--- src/rtl/cva6_dfx_ctrl.sv ---
// ----------------------------------------------------------------------------
// cva6_dfx_ctrl : partial-reconfiguration sequencer for the CVA6 partition.
// Optional macro CVA6_DFX_CYCLE_CNT_EN adds the reconf_cycles_o counter.
// Rev 1.0
// ----------------------------------------------------------------------------
`default_nettype none

module cva6_dfx_ctrl #(
  parameter int unsigned MAX_OUTSTANDING = 8,
  parameter int unsigned DRAIN_TIMEOUT   = 1024,
  parameter int unsigned RST_HOLD_CYCLES = 16
) (
  input  logic        clk_i,
  input  logic        rst_ni,
  input  logic        reconf_start_i,
  output logic        busy_o,
  output logic        done_o,
  output logic        error_o,
  input  logic        aw_hs_i,
  input  logic        b_hs_i,
  input  logic        ar_hs_i,
  input  logic        r_last_hs_i,
  output logic        block_o,
  output logic        decouple_o,
  output logic        core_rst_no,
  output logic        load_start_o,
  input  logic        load_done_i,
`ifdef CVA6_DFX_CYCLE_CNT_EN
  output logic [31:0] reconf_cycles_o,
`endif
  input  logic        load_err_i
);

  localparam int unsigned CNT_W   = $clog2(MAX_OUTSTANDING + 1);
  localparam int unsigned TMR_MAX = (DRAIN_TIMEOUT > RST_HOLD_CYCLES) ? DRAIN_TIMEOUT
                                                                      : RST_HOLD_CYCLES;
  localparam int unsigned TMR_W   = $clog2(TMR_MAX) + 1;

  localparam logic [CNT_W-1:0] CNT_MAX    = CNT_W'(MAX_OUTSTANDING);
  localparam logic [TMR_W-1:0] DRAIN_LAST = TMR_W'(DRAIN_TIMEOUT - 1);
  localparam logic [TMR_W-1:0] HOLD_LAST  = TMR_W'(RST_HOLD_CYCLES - 1);

  typedef enum logic [2:0] {
    IDLE     = 3'd0,
    DRAIN    = 3'd1,
    DECOUPLE = 3'd2,
    LOAD     = 3'd3,
    RST_HOLD = 3'd4,
    RECOUPLE = 3'd5,
    ABORT    = 3'd6,
    FAIL     = 3'd7
  } state_e;

  state_e            state_q, state_d;
  logic [TMR_W-1:0]  timer_q, timer_d;
  logic [CNT_W-1:0]  wr_cnt, rd_cnt;
  logic              busy_q, busy_d;
  logic              done_q, done_d;
  logic              error_q, error_d;
  logic              decouple_q, decouple_d;
  logic              core_rst_q, core_rst_d;
  logic              load_start_q, load_start_d;
  logic              clr_cnt;

  // Increment saturates at the limit; decrement at zero is a no-op.
  function automatic logic [CNT_W-1:0] cnt_next(input logic [CNT_W-1:0] cnt,
                                                input logic inc, input logic dec);
    logic [CNT_W-1:0] res;
    res = cnt;
    if (inc && !dec && (cnt != CNT_MAX)) begin
      res = cnt + CNT_W'(1);
    end else if (dec && !inc && (cnt != '0)) begin
      res = cnt - CNT_W'(1);
    end
    return res;
  endfunction

  always_ff @(posedge clk_i or negedge rst_ni) begin
    if (!rst_ni) begin
      wr_cnt <= '0;
      rd_cnt <= '0;
    end else if (clr_cnt) begin
      wr_cnt <= '0;
      rd_cnt <= '0;
    end else begin
      wr_cnt <= cnt_next(wr_cnt, aw_hs_i, b_hs_i);
      rd_cnt <= cnt_next(rd_cnt, ar_hs_i, r_last_hs_i);
    end
  end

  always_ff @(posedge clk_i or negedge rst_ni) begin
    if (!rst_ni) begin
      state_q      <= IDLE;
      timer_q      <= '0;
      busy_q       <= 1'b0;
      done_q       <= 1'b0;
      error_q      <= 1'b0;
      decouple_q   <= 1'b0;
      core_rst_q   <= 1'b1;
      load_start_q <= 1'b0;
    end else begin
      state_q      <= state_d;
      timer_q      <= timer_d;
      busy_q       <= busy_d;
      done_q       <= done_d;
      error_q      <= error_d;
      decouple_q   <= decouple_d;
      core_rst_q   <= core_rst_d;
      load_start_q <= load_start_d;
    end
  end

  always_comb begin
    state_d      = state_q;
    timer_d      = timer_q;
    busy_d       = busy_q;
    done_d       = 1'b0;
    error_d      = error_q;
    decouple_d   = decouple_q;
    core_rst_d   = core_rst_q;
    load_start_d = 1'b0;
    clr_cnt      = 1'b0;
    case (state_q)
      IDLE: begin
        if (reconf_start_i) begin
          state_d = DRAIN;
          busy_d  = 1'b1;
          error_d = 1'b0;
          timer_d = '0;
        end
      end
      DRAIN: begin
        if ((wr_cnt == '0) && (rd_cnt == '0)) begin
          state_d      = DECOUPLE;
          decouple_d   = 1'b1;
          core_rst_d   = 1'b0;
          load_start_d = 1'b1;
        end else if (timer_q == DRAIN_LAST) begin
          state_d = ABORT;
          error_d = 1'b1;
          busy_d  = 1'b0;
        end else begin
          timer_d = timer_q + TMR_W'(1);
        end
      end
      DECOUPLE: begin
        // Partition side is cut off from here on; nothing left to track.
        state_d = LOAD;
        clr_cnt = 1'b1;
      end
      LOAD: begin
        if (load_err_i) begin
          state_d = FAIL;
          error_d = 1'b1;
          busy_d  = 1'b0;
        end else if (load_done_i) begin
          state_d = RST_HOLD;
          timer_d = '0;
        end
      end
      RST_HOLD: begin
        if (timer_q == HOLD_LAST) begin
          state_d    = RECOUPLE;
          decouple_d = 1'b0;
        end else begin
          timer_d = timer_q + TMR_W'(1);
        end
      end
      RECOUPLE: begin
        state_d    = IDLE;
        core_rst_d = 1'b1;
        done_d     = 1'b1;
        busy_d     = 1'b0;
      end
      ABORT, FAIL: begin
        state_d = IDLE;
      end
      default: begin
        state_d = IDLE;
      end
    endcase
  end

  assign busy_o       = busy_q;
  assign done_o       = done_q;
  assign error_o      = error_q;
  assign decouple_o   = decouple_q;
  assign core_rst_no  = core_rst_q;
  assign load_start_o = load_start_q;
  assign block_o      = ((state_q != IDLE) && (state_q != ABORT)) ||
                        (wr_cnt == CNT_MAX) || (rd_cnt == CNT_MAX);

`ifdef CVA6_DFX_CYCLE_CNT_EN
  logic [31:0] cycles_q;

  always_ff @(posedge clk_i or negedge rst_ni) begin
    if (!rst_ni) begin
      cycles_q <= '0;
    end else if ((state_q == IDLE) && reconf_start_i) begin
      cycles_q <= '0;
    end else if (busy_q && (cycles_q != 32'hFFFF_FFFF)) begin
      cycles_q <= cycles_q + 32'd1;
    end
  end

  assign reconf_cycles_o = cycles_q;
`endif

  wr_no_underflow: assert property (@(posedge clk_i) disable iff (!rst_ni)
    !(b_hs_i && !aw_hs_i && !clr_cnt && (wr_cnt == '0)));
  rd_no_underflow: assert property (@(posedge clk_i) disable iff (!rst_ni)
    !(r_last_hs_i && !ar_hs_i && !clr_cnt && (rd_cnt == '0)));

endmodule

`default_nettype wire

--- config.mk ---
export PLATFORM = sky130hd
export DESIGN_NAME = cva6_dfx_ctrl
export DESIGN_NICKNAME = d
export VERILOG_FILES = /design/src/rtl/cva6_dfx_ctrl.sv
export SDC_FILE = /design/constraint.sdc
export NUM_CORES = 1
export LEC_CHECK = 0
export BUFFER_PORTS_ARGS = -buffer_cell sky130_fd_sc_hd__buf_4
export CELL_PAD_IN_SITES_DETAIL_PLACEMENT = 0
export CELL_PAD_IN_SITES_GLOBAL_PLACEMENT = 2
export CORE_UTILIZATION = 35
export CTS_CLUSTER_SIZE = 16
export DETAILED_ROUTE_END_ITERATION = 10
export PLACE_DENSITY = 0.74
export SLEW_MARGIN = 15
export SYNTH_ARGS = -nofsm -noshare
export SYNTH_HDL_FRONTEND = slang
export SYNTH_SLANG_ARGS = --single-unit
--- constraint.sdc ---
create_clock -name clk_i -period 2.7 [get_ports clk_i]
set_input_delay 0.135 -clock clk_i [delete_from_list [all_inputs] [get_ports clk_i]]
set_output_delay 0.135 -clock clk_i [all_outputs]
set_load 0.02 [all_outputs]
# --- Word-level counts from Yosys, hierarchy flattened ---
# Index checks and enable logic that the tools add are counted.
word_totals:
  ff_bits: 28
  word_cells: 116
  input_bits: 9
op_classes:
  addsub: 5
  mux: 39
  n_reduce_logical: 36
  n_eq_ne: 26
op_table:
  columns: ["op", "n"]
  rows:
  - ["2-to-1 mux 11 bit", 6]
  - ["one-hot mux 11 bit (4 select lines)", 1]
  - ["2-to-1 mux 4 bit", 6]
  - ["inequality test 2 bit (second input constant)", 10]
  - ["2-to-1 mux 3 bit", 6]
  - ["one-hot mux 3 bit (6 select lines)", 1]
  - ["nonzero test 4 bit", 4]
  - ["2-to-1 mux 1 bit", 15]
  - ["equality test 3 bit (second input constant)", 4]
  - ["nonzero test 3 bit", 4]
  - ["adder 11 x 1 -> 11 bit (second input constant)", 1]
  - ["equality test 11 x 10 -> 1 bit (second input constant)", 1]
  - ["equality test 11 x 4 -> 1 bit (second input constant)", 1]
  - ["logical AND 1 bit", 10]
  - ["AND reduction 5 bit", 2]
  - ["inequality test 3 bit (second input constant)", 3]
  - ["adder 4 x 1 -> 4 bit (second input constant)", 2]
  - ["equality test 4 bit (second input constant)", 2]
  - ["logical NOT 4 bit", 2]
  - ["inequality test 4 bit (second input constant)", 2]
  - ["subtractor 4 x 1 -> 4 bit (second input constant)", 2]
  - ["AND reduction 7 bit", 1]
  - ["equality test 3 x 2 -> 1 bit (second input constant)", 2]
  - ["logical NOT 1 bit", 4]
  - ["other kinds (11)", 14]

# --- Logic depth before layout (Yosys ltp) ---
logic_depth:
  depth_word: 6
  mapped_depth: 8

# --- Worst setup path after synthesis ---
# OpenSTA, ideal clock, no wires.
synth_timing:
  path_kind: "flip-flop to flip-flop"
  from: "register wr_cnt[0]"
  to: "register wr_cnt[3]"
  slack_ns: 0.486
  path_buffers: 0
  arrival_ns: 2.057
  period_less_slack_ns: 2.214
  setup_time_ns: 0.157
  stages_incl_launch_ff: 9
  path_cell_list: "dfrtp_1 -> or4b_1 -> nand3b_1 -> ha_1 -> a21o_1 -> a21oi_1 -> nand2_1 -> o221ai_1 -> a31oi_1"
synth_via:
  elab_chain_cells: 4
  word_cells_on_any_way: 10
  cone_classes: "add/sub: 2; eq/ne: 1; mux: 3; reduce/logical: 4"
synth_lines:
  columns: ["element", "line_no", "text"]
  rows:
  - ["from (decl)", "56", "logic [CNT_W-1:0] wr_cnt, rd_cnt;"]
  - ["from (signal assigned)", "86", "wr_cnt <= cnt_next(wr_cnt, aw_hs_i, b_hs_i);"]
  - ["subtractor 4 x 1 -> 4 bit / inequality test 4 bit (equally long branches)", "73, 70", null]
  - ["2-to-1 mux 4 bit / logical AND 1 bit (equally long branches)", "72, 70", null]
  - ["2-to-1 mux 4 bit", "70", "if (inc && !dec && (cnt != CNT_MAX)) begin"]
  - ["2-to-1 mux 4 bit", "82", "end else if (clr_cnt) begin"]
# Several ways; a longest one is shown, not always the timed one. The select of a mux whose other input is x is not followed.
# A chain may end at the register's enable or synchronous reset.

# --- Final worst setup path ---
layout_timing:
  from: "register rd_cnt[1]"
  to: "register rd_cnt[3]"
layout_via:
  elab_chain_cells: 4
  word_cells_on_any_way: 10
  cone_classes: "add/sub: 2; eq/ne: 1; mux: 3; reduce/logical: 4"
layout_lines:
  columns: ["element", "line_no", "text"]
  rows:
  - ["from (decl)", "56", null]
  - ["from (signal assigned)", "87", "rd_cnt <= cnt_next(rd_cnt, ar_hs_i, r_last_hs_i);"]
  - ["subtractor 4 x 1 -> 4 bit / inequality test 4 bit (equally long branches)", "73, 70", null]
  - ["2-to-1 mux 4 bit / logical AND 1 bit (equally long branches)", "72, 70", null]
  - ["2-to-1 mux 4 bit", "70", null]
  - ["2-to-1 mux 4 bit", "82", null]
# Several ways; a longest one is shown, not always the timed one. The select of a mux whose other input is x is not followed.

==> flow_metrics.py <==
metrics = {
    "global_route": {
        "first_global_vias": 1580,
        "global_route_wire_length_before_repair_um": 7170,
        "pin_count_of_the_biggest_net_entering_global_routing": 29,
        "global_route.usage.total_pct": 16.1,
        "grt_overflow_total": 0,
        "antenna_found_initial": 0,
    },
    "clocking": {
        "htree_num_levels": 1,
        "cts_sinks": 28,
        "cts_buffer_depth": 2,
        "cts_root_buf": "sky130_fd_sc_hd__clkbuf_8",
        "clk-insertion-delay-late_ns": 0.28,
        "number_of_resized_instances_in_the_post_cts_repair_step": 0,
        "postCtsSetupBuffers": 0,
        "tritoncts.num_buffers": 3,
        "clock_pin_slew_on_the_worst_setup_and_hold_paths_ns": 0.10,
        "tritoncts": "yes",
        "post_cts_hold_buffer_count": 1,
    },
    "worst_setup_path": {
        "critical_path_data_required_time_ns": 2.86,
        "path_max_fanout": 6,
        "critPathTopFamily": "simple AND/OR/NAND/NOR gates",
        "timing.critical_path.slowest_cell_delay_ns": 0.59,
        "path_class": "register to register",
        "worstSetupEndpointType": "register",
        "worstPathBufferInverterCount": 0,
        "worst_setup_path_start_kind": "register",
        "library_cell_contributing_the_largest_single_delay_on_the_critical_path": "sky130_fd_sc_hd__or4b_1",
        "worstPathCellList": "or4b_1 -> nand3b_1 -> ha_1 -> a21o_1 -> a21oi_1 -> nor4b_1 -> a41oi_1 -> a31oi_1",
        "critPathArrivalTime_ns": 2.58,
    },
    "logic_synthesis": {
        "synth_enable_flop_cells": 0,
        "netlist_instances": 202,
        "synth-async-reset-ratio_pct": 100,
        "synthAdderAreaFrac_pct": 5.41,
        "number_of_storage_elements_in_the_synthesis_netlist": 28,
        "syn-cell-area_sq_mm": 0.00190,
        "yosysSeqAreaShare_pct": 37.0,
        "syn-num-nets": 218,
        "yosysUniqueCellTypes": 59,
        "post_synth_mux_area_share_pct": 1.06,
        "yosys_warnings": 0,
        "synth_compound_gate_area_share_pct": 20.3,
        "combinational_family_with_the_most_area_after_synthesis": "simple AND/OR/NAND/NOR gates",
        "synth_xor_xnor_area_share_pct": 2.31,
        "syn-mean-instance-area_sq_um": 9.39,
        "ys.flop_type": "sky130_fd_sc_hd__dfrtp_1",
        "synth-simple-area-share_pct": 29.0,
    },
    "placed_design": {
        "hpwlAfterDp_um": 2960,
        "detailed_place.area_sq_mm": 0.00207,
        "placement.setup.worst_slack_ns": 0.286,
        "gp_congestion": 0.784,
        "port-buffer-count": 15,
    },
    "final_layout": {
        "ratio_of_cells_with_drive_above_1_in_the_final_layout_pct": 19.1,
        "layout.nets": 237,
        "layout.cells.most_common_list": "27 x sky130_fd_sc_hd__dfrtp_1, 20 x sky130_fd_sc_hd__nor2_1, 19 x sky130_fd_sc_hd__buf_4",
        "antenna_cells_inserted": 0,
        "finish.instance_area_sq_mm": 0.00214,
        "layout.filler_cells": 500,
        "commonest_non_fill_non_tap_cell_in_the_layout": "sky130_fd_sc_hd__dfrtp_1",
        "flow.area_growth_from_synthesis_pct": 12.8,
    },
    "sta": {
        "max_fclk_mhz": 413,
        "worst_case_headroom_to_the_max_slew_limit_pct": 60.3,
        "number_of_endpoints_with_negative_hold_slack_in_the_final_report": 0,
        "tns_ns": 0,
        "post-route-period-util_pct": 89.8,
        "layout_setup_ws_ns": 0.276,
        "finalClockSkew_ns": 0.0104,
        "drv_slew": 0,
        "worst_slew_pin_slew_ns": 0.589,
        "finalCriticalPeriod_ns": 2.42,
        "setup_viol": 0,
        "rsz_0062_raised_after_global_routing": "false",
    },
    "power": {
        "power.static_leakage_nw": 0.963,
        "vdd.ir_drop.worst_v": 0.000462,
        "power-per-cell-area_mw_per_mm2": 871,
    },
    "detailed_routing": {
        "dr_total_vias": 1581,
        "wire_per_inst_um": 14.3,
        "post_drt_via_cell_ratio": 5.45,
        "drt_first_pass_iters": 4,
        "detailedRoute.firstIterationViolations": 61,
        "route.final.wire_length_um": 4160,
        "detail-route-antenna-nets": 0,
        "remaining_drc_errors": 0,
    },
    "run": {
        "drv.max_cap_violation_count": 0,
    },
    "floorplan": {
        "floorplan.die.width_um": 75.6,
        "initial_utilization_pct": 36.7,
        "number_of_cell_rows": 26,
        "coreArea_sq_mm": 0.00517,
        "num_io_pins": 16,
        "height_of_the_die_um": 75.6,
        "fp.dieArea_sq_mm": 0.00572,
    },
    "hold_path": {
        "hold_path_class": "primary input to register",
    },
    "run_status": {
        "status": "complete, no violations",
    },
}
path summary, 6_finish.rpt:
path	from	end	slack [ns]	cells after the start
min in group asynchronous	rst_ni	timer_q[7]	0.30	2
max	rd_cnt[1]	rd_cnt[3]	0.28	8
max in group asynchronous	rst_ni	core_rst_no	2.08	2
min	aw_hs_i	wr_cnt[3]	0.17	3
max reg2reg	rd_cnt[1]	rd_cnt[3]	0.28	8
min reg2reg	decouple_o	decouple_o	0.49	2
registers in the layout (all words and copies together), names as in the netlist:
signal,count
timer_q,11
core_rst_no,1
rd_cnt,4
state_q,3
load_start_o,1
busy_o,1
error_o,1
decouple_o,1
wr_cnt,4
done_o,1
layout make-up:
class	count	area (sq um)	share of cell area, %
inverter	11	41.3	1.93
timing repair buffer	20	153	7.13
clock buffer	4	55.1	2.57
tap	70	87.6	4.09
sequential	28	702	32.8
multi-input combinational	157	1100	51.5
power by group:
group	switching (W)	internal [W]	leakage (nW)
Combinational	0.000478	0.000412	0.572
Clock	0.000142	0.000131	0.0288
Sequential	0.000163	0.000537	0.362
Total	0.000783	0.00108	0.963
per-stage QoR:
step / instances / utilization [%] / power [W] / hold WS, ns
finish: 290 / 41.4 / 0.00186 / 0.170
global route: 290 / 41.4 / 0.00205 / 0.187
floorplan: 202 / - / 0.00137 / -0.161
CTS: 290 / 41.4 / 0.00188 / 0.164
detailed placement: 285 / 40.1 / 0.00160 / 0.0889
global placement: 285 / 40.1 / 0.00157 / 0.0814
tightest hold or removal path, stage by stage:
cell and delay, ns:
sky130_fd_sc_hd__buf_4 0.13, sky130_fd_sc_hd__nand3_1 0.06, sky130_fd_sc_hd__a31oi_1 0.08
per-layer routing:
metal  vias up  GRT usage, %  share of wire [%]  wire length, um
li1        785             -                  -                -
met1       760          20.5                 46             1920
met2        34          28.9                 50             2090
met3         2          3.04                3.2              134
met4         0          2.67               0.53               22
met5         -             0                  0                0
synthesized netlist by cell type, types with 2 or more instances:
master / instances / area share [%]
sky130_fd_sc_hd__o221ai_1: 2 / 0.92
sky130_fd_sc_hd__inv_1: 11 / 2.2
sky130_fd_sc_hd__nor2_1: 20 / 4.0
sky130_fd_sc_hd__xnor2_1: 4 / 1.8
sky130_fd_sc_hd__nand3b_1: 3 / 1.2
sky130_fd_sc_hd__nand3_2: 2 / 1.1
sky130_fd_sc_hd__nand2b_1: 3 / 0.99
sky130_fd_sc_hd__nor2b_1: 2 / 0.66
sky130_fd_sc_hd__nor3b_1: 4 / 1.6
sky130_fd_sc_hd__a21o_1: 4 / 1.6
sky130_fd_sc_hd__a22o_1: 7 / 3.2
sky130_fd_sc_hd__or3_2: 4 / 1.6
sky130_fd_sc_hd__a211oi_1: 2 / 0.79
sky130_fd_sc_hd__nand3_1: 7 / 1.8
sky130_fd_sc_hd__o21ai_0: 10 / 2.6
sky130_fd_sc_hd__mux2i_1: 2 / 1.1
sky130_fd_sc_hd__a31oi_1: 4 / 1.3
sky130_fd_sc_hd__o31ai_1: 2 / 0.79
sky130_fd_sc_hd__o31a_2: 3 / 1.6
sky130_fd_sc_hd__and2b_1: 2 / 0.79
sky130_fd_sc_hd__or4b_1: 2 / 1.1
sky130_fd_sc_hd__and2_1: 2 / 0.66
sky130_fd_sc_hd__a21oi_1: 6 / 1.6
sky130_fd_sc_hd__a31o_1: 2 / 0.92
sky130_fd_sc_hd__nor3_1: 8 / 2.1
sky130_fd_sc_hd__nor4_1: 3 / 0.99
sky130_fd_sc_hd__fa_1: 2 / 2.1
sky130_fd_sc_hd__nand2_1: 16 / 3.2
sky130_fd_sc_hd__nor4b_1: 2 / 0.92
sky130_fd_sc_hd__buf_2: 2 / 0.53
sky130_fd_sc_hd__dfrtp_1: 27 / 36
sky130_fd_sc_hd__ha_1: 5 / 3.3
logic make-up after synthesis:
family                     count (synthesis)
muxes                                      2
DFF                                       28
buffers and inverters                     17
xor gates and xnor gates                   5
AOI/OAI and AO/OA                         51
adders and majority gates                  7
and+or+nand+nor                           92
No activity file was read; power rests on OpenSTA's default activity.
